$ cat config.mk
export PLATFORM = sky130hd
export DESIGN_NAME = ram_arbiter
export DESIGN_NICKNAME = d
export VERILOG_FILES = /design/src/rtl/ram_arbiter_pkg.sv /design/src/rtl/ram_arbiter_arb_pick.sv /design/src/rtl/ram_arbiter.sv
export SDC_FILE = /design/constraint.sdc
export NUM_CORES = 1
export LEC_CHECK = 0
export BUFFER_PORTS_ARGS = -buffer_cell sky130_fd_sc_hd__clkbuf_2
export CAP_MARGIN = 25
export CORE_UTILIZATION = 45
export DETAILED_ROUTE_END_ITERATION = 10
export HOLD_SLACK_MARGIN = 0.03
export PLACE_DENSITY = 0.85
export SLEW_MARGIN = 20
export SYNTH_ARGS = -nofsm -noshare
export SYNTH_HDL_FRONTEND = slang
export SYNTH_SLANG_ARGS = --single-unit
$ cat constraint.sdc
create_clock -name clk -period 2.25 [get_ports clk]
set_clock_uncertainty 0.05 [all_clocks]
set_input_delay 0.3375 -clock clk [delete_from_list [all_inputs] [get_ports clk]]
set_output_delay 0.3375 -clock clk [all_outputs]
set_load 0.1 [all_outputs]
$ cat src/rtl/ram_arbiter_pkg.sv
// Shared params for the RAM arbiter: widths, port count and FSM state encoding.
package ram_arbiter_pkg;

  localparam int unsigned DATA_WIDTH    = 8;
  localparam int unsigned BUS_WIDTH     = 8;
  localparam int unsigned NUM_ARB_PORTS = 2;

  typedef logic [1:0] arb_state_t;
  localparam arb_state_t IDLE   = 2'd0;
  localparam arb_state_t ACCESS = 2'd1;
  localparam arb_state_t RDWAIT = 2'd2;

  function automatic logic [NUM_ARB_PORTS-1:0] port_onehot(input logic port);
    return port ? 2'b10 : 2'b01;
  endfunction

endpackage

$ cat src/rtl/ram_arbiter_arb_pick.sv
// arb_pick: combinational one-hot winner select between core and loader.
// ARB_ROUND_ROBIN_EN: alternate on contention; otherwise the core always wins.
module arb_pick import ram_arbiter_pkg::*; (
  input  logic [NUM_ARB_PORTS-1:0] req,
  input  logic                     last,
  output logic [NUM_ARB_PORTS-1:0] winner
);

`ifdef ARB_ROUND_ROBIN_EN
  // last is the most recently granted port; the other one wins a tie
  always_comb begin
    winner = req;
    if (req == 2'b11) begin
      winner = last ? 2'b01 : 2'b10;
    end
  end
`else
  logic last_unused;
  assign last_unused = last;

  always_comb begin
    winner = req;
    if (req[0]) begin
      winner = 2'b01;
    end
  end
`endif

endmodule

$ cat src/rtl/ram_arbiter.sv
// ram_arbiter: serializes core (port 0) and loader (port 1) accesses onto one RAM.
// ARB_ROUND_ROBIN_EN selects round-robin arbitration instead of fixed core priority.
module ram_arbiter #(
  parameter int unsigned DATA_WIDTH = ram_arbiter_pkg::DATA_WIDTH,
  parameter int unsigned BUS_WIDTH  = ram_arbiter_pkg::BUS_WIDTH
) (
  input  logic                  clk,
  input  logic                  rst,
  input  logic [1:0]            req,
  input  logic [1:0]            we,
  input  logic [BUS_WIDTH-1:0]  addr0,
  input  logic [BUS_WIDTH-1:0]  addr1,
  input  logic [DATA_WIDTH-1:0] wdata0,
  input  logic [DATA_WIDTH-1:0] wdata1,
  output logic [1:0]            gnt,
  output logic [1:0]            rvalid,
  output logic [DATA_WIDTH-1:0] rdata,
  output logic                  busy,
  output logic                  ram_rd_en,
  output logic                  ram_wr_en,
  output logic [BUS_WIDTH-1:0]  ram_addr_rd,
  output logic [BUS_WIDTH-1:0]  ram_addr_wr,
  output logic [DATA_WIDTH-1:0] ram_data_wr,
  input  logic [DATA_WIDTH-1:0] ram_data_rd
);
  import ram_arbiter_pkg::*;

  arb_state_t            state;
  arb_state_t            state_next;
  logic [1:0]            winner;
  logic                  hold_port;
  logic                  last;
  logic                  sel_we;
  logic [BUS_WIDTH-1:0]  sel_addr;
  logic [DATA_WIDTH-1:0] sel_wdata;

  arb_pick u_pick (
    .req    (req),
    .last   (last),
    .winner (winner)
  );

`ifdef ARB_ROUND_ROBIN_EN
  // hold_port is loaded on every grant, so it doubles as the round-robin pointer
  assign last = hold_port;
`else
  assign last = 1'b0;
`endif

  assign busy      = (state != IDLE);
  assign sel_we    = winner[1] ? we[1]  : we[0];
  assign sel_addr  = winner[1] ? addr1  : addr0;
  assign sel_wdata = winner[1] ? wdata1 : wdata0;

  always_ff @(posedge clk) begin
    if (rst) begin
      state <= IDLE;
    end else begin
      state <= state_next;
    end
  end

  // Next state and the combinational grant pulse
  always_comb begin
    state_next = state;
    gnt        = 2'b00;
    case (state)
      IDLE: begin
        if (!rst && (req != 2'b00)) begin
          gnt        = winner;
          state_next = ACCESS;
        end
      end
      ACCESS:  state_next = ram_wr_en ? IDLE : RDWAIT;
      RDWAIT:  state_next = IDLE;
      default: state_next = IDLE;
    endcase
  end

  // RAM drive registers act as the holding registers; live only during ACCESS
  always_ff @(posedge clk) begin
    if (rst) begin
      hold_port   <= 1'b0;
      rvalid      <= 2'b00;
      rdata       <= '0;
      ram_rd_en   <= 1'b0;
      ram_wr_en   <= 1'b0;
      ram_addr_rd <= '0;
      ram_addr_wr <= '0;
      ram_data_wr <= '0;
    end else begin
      rvalid      <= 2'b00;
      ram_rd_en   <= 1'b0;
      ram_wr_en   <= 1'b0;
      ram_addr_rd <= '0;
      ram_addr_wr <= '0;
      ram_data_wr <= '0;
      if (gnt != 2'b00) begin
        hold_port   <= winner[1];
        ram_wr_en   <= sel_we;
        ram_rd_en   <= !sel_we;
        ram_addr_wr <= sel_we ? sel_addr  : '0;
        ram_addr_rd <= sel_we ? '0        : sel_addr;
        ram_data_wr <= sel_we ? sel_wdata : '0;
      end
      if (state == RDWAIT) begin
        rdata  <= ram_data_rd;
        rvalid <= port_onehot(hold_port);
      end
    end
  end

endmodule
# Yosys cells after proc, flatten, opt, wreduce, memory -nomap -nowiden

Index checks and enable logic that the tools add are counted.
Widths: inputs -> output; s select.

Register bits after elaboration: 39
Bits of input ports: 46
Output and inout bits: 39

Equal/unequal tests: 3
Muxes and demuxes: 10
Bitwise logic cells: 3
Reductions and logical operators: 11

Operator list:

| cell               | number |
|---|---|
| $mux 8             | 2 |
| $mux 2             | 6 |
| $reduce_bool 2->1  | 3 |
| $reduce_or 3->1    | 2 |
| $pmux 2 s2         | 1 |
| $reduce_or 2->1    | 2 |
| $not 1->1          | 3 |
| $eq 2x1->1 const B | 1 |
| $eq 2x2->1 const B | 1 |
| $logic_not 1->1    | 2 |
| $logic_not 2->1    | 1 |
| $ne 2x2->1 const B | 1 |
| $logic_and 1x1->1  | 1 |
| $mux 1             | 1 |

# Logic depth before layout (Yosys ltp)

Word-level depth: 7
Mapped depth: 5
Mapped depth without buffers: 3

# Cells and area by module

From an unflattened synthesis, not the netlist that was laid out.

Cell total of the unflattened synthesis: 131
Area total of the unflattened synthesis: 1,421.4 µm²

Modules (own cells, without submodules):

| module      | instances | cells an instance | area an instance (µm²) | sequential area each (µm²) |
|---|---|---|---|---|
| ram_arbiter | 1         | 129               | 1,400.1                | 780.7 |
| arb_pick    | 1         | 2                 | 21.3                   | 0.0 |

# Worst setup path after synthesis

No wires, ideal clock.

Path kind: register to output
From: reg state[0]
To: out gnt[1]
Arrival time: 3.107 ns
Data required time: 1.862 ns
Path slack: -1.244 ns
Stages on the path, launching flop included: 4
Buffers on the path: 0
Path through: dfxtp_1 -> nor2_1 -> inv_1 -> nor3_1

Word-level cells in the longest chain between the ends: 2

RTL lines:

| element                | line              | source |
|---|---|---|
| start, declared        | ram_arbiter.sv:28 | `arb_state_t state;` |
| start signal, assigned | ram_arbiter.sv:59 | `state <= state_next;` |
| $logic_not 2->1        | ram_arbiter.sv:67 | `case (state)` |
| $mux 2                 | ram_arbiter.sv:67 |  |
| end, declared          | ram_arbiter.sv:15 | `output logic [1:0] gnt,` |

Every way passes these cells.

# Worst setup path after layout

From: reg state[0]
To: out gnt[0]

The elaborated chain is that of the path after synthesis.

==> out/metrics.cfg <==
[power_and_ir_drop]
ir_drop_mv=0.4273
leakage_nw=0.9024
power.density_nw_per_um2=758.7

[cts]
cts_tree=yes
cts-root-buf=clkbuf_4
postCtsSetupBuffers=0
htree_levels=2
clock_sinks=39
cts_buffer_depth=2
clock_latency_ps=340
cts_made_buffers=5
postCtsResizedCells=0
path_clk_slew_ps=100
cts-hold-fix-buffers=0

[yosys]
ys_seq_area_frac=0.5069
synth_fp_nets=215
synth.largest_area_cell=dfxtp_1
yosys.area.top_type_share=0.5069
synthFlopType=dfxtp_1
ys_async_sr_fraction=0
ys_warn_count=0
ys_seq_elements=39
synth_area_um2=1540
syn_area_per_cell_um2=9.114
synthCells=169
yosysUniqueCellTypes=24
synthTopCellsByArea=dfxtp_1, nand3_1, a21oi_1, nand3b_1, nand2_1
synth_edf_count=0

[drt]
wl_per_cell_um=11.94
vias_per_cell=4.969
drt_wl_total_um=3499
wl_met1_um=1539
firstDrtPassIters=5
wl_met3_um=304
dr_wl_met2_um=1597
drc=0
ant_nets=0
drt_first_iter_violations=44
top_layer_used=met4
dr_total_vias=1456

[global_route]
grt_pass1_wl_um=5340
track_usage=0.1990
grt_pass1_vias=1235
grt_overflow=0
antenna_found_initial=0
grt_max_degree=26

[floorplanning]
die_area_um2=3661
io_pins=85
die_y_um=60.51
dieWidth_um=60.51
core_region_area_um2=3153
row_count=20
start_util=0.4885

[finish]
ff_latch_area_um2=780.7
fin_util=0.6373
nFillCells=305
finalNetCount=294
finalNonFillerCells=293
syn_to_final_growth_pct=30.46
multiInputGateArea_um2=639.4
drive_gt1_frac=0.4056
diodes=0
final_area_um2=2009

[sta]
fin_crit_ps=1900
maxSlewViolCount=0
setup_tns_ps=0
period_share=0.8444
hold_viol=0
fmax_mhz=526.3
setup_viol=0
grt_setup_unrepaired=no
setup_slack_ps=350.1
slew_headroom=0.6153
worstMarginPinSlew_ps=577.0

[placed_design]
hpwlAfterDp_um=2462
port_buffers=84
dpl_cell_area_um2=1941
gp_congestion=0.8178
place_ws_ps=510.5
placedCellCount=285

[critical_path]
cp.required_ps=1860
cp_data_arrival_time_ps=1510
crit_type=reg2out
path_max_fanout=5
start_kind=flip-flop
cp-end-kind=output port

[status]
outcome=finished, final reports clean

[flow_run]
cap_violations=0

[hold_path]
hold_class=in2reg

cell usage in the layout (no fill, tap or decap):
master	count
buf_12	1
nand3_1	32
a21oi_2	3
clkbuf_8	2
nor2_1	2
and2_1	1
nor3b_1	1
nor4b_1	1
nand2b_1	2
nand2_1	16
mux2i_1	1
nor3_2	1
buf_4	3
nor3_1	1
clkbuf_2	83
o21ai_2	1
clkbuf_4	5
inv_1	2
and2b_1	1
nor2b_1	1
a21oi_1	30
clkbuf_1	1
a211oi_1	1
dfxtp_1	39
nor2b_2	1
nor3_4	1
nand3b_1	16
metrics by stage:
stage          total power (W)  hold WS, ps
6_report              0.001525        164.2
5_1_grt               0.001592        148.3
4_1_cts               0.001541        146.4
3_5_place_dp          0.001149        379.0
3_3_place_gp          0.001144        374.8
2_1_floorplan         0.001068        363.6
synth_stat cells, types with 2 or more instances:
cell      number
a21oi_1       30
a21oi_2        3
buf_2          5
buf_4          3
buf_6          4
buf_8          2
dfxtp_1       39
inv_1          2
nand2_1       16
nand2b_1       2
nand3_1       32
nand3b_1      16
nor2_1         2
nor2b_1        2
nor3_1         2
routing by layer:
layer | up-vias | track usage
li1 | 743 | -
met1 | 646 | 0.2423
met2 | 61 | 0.3155
met3 | 6 | 0.08102
met4 | 0 | 0.07792
met5 | - | 0
cell type report:
class,instances,area share
sequential,39,0.3885
multi-input combinational,113,0.3182
clock buffer,8,0.03425
inverter,2,0.003736
tap,44,0.02740
timing repair buffer,87,0.2279
cells by family after synthesis:
family,count (synthesis),share of synthesized area
compound gates,35,0.1251
buf+inv,17,0.08692
flops,39,0.5069
mux,1,0.006499
simple gates,77,0.2746
critical path, cell delays in order (launching register included):
cell and delay (ps):
dfxtp_1 360, nor3_2 220, and2_1 150, clkbuf_2 450
worst paths after layout:
kind,cells past startpoint,from,slack (ps),end
min,3,ram_data_rd[6],160,rdata[6]
max,3,state[0],350,gnt[0]
max reg2reg,4,state[0],960,ram_addr_rd[4]
min reg2reg,1,ram_wr_en,410,state[1]
power by group:
group          switching [W]  internal [W]  total [W]
sequential         0.0000126      0.000720   0.000732
clock               0.000208      0.000184   0.000392
combinational       0.000314     0.0000862   0.000400
registers in the layout, summed over array words and instances, names as in the netlist:
register     flops
ram_data_wr      8
ram_rd_en        1
state            2
rvalid           2
ram_addr_wr      8
ram_wr_en        1
ram_addr_rd      8
rdata            8
hold_port        1
Power figures use the tool's default switching activity.
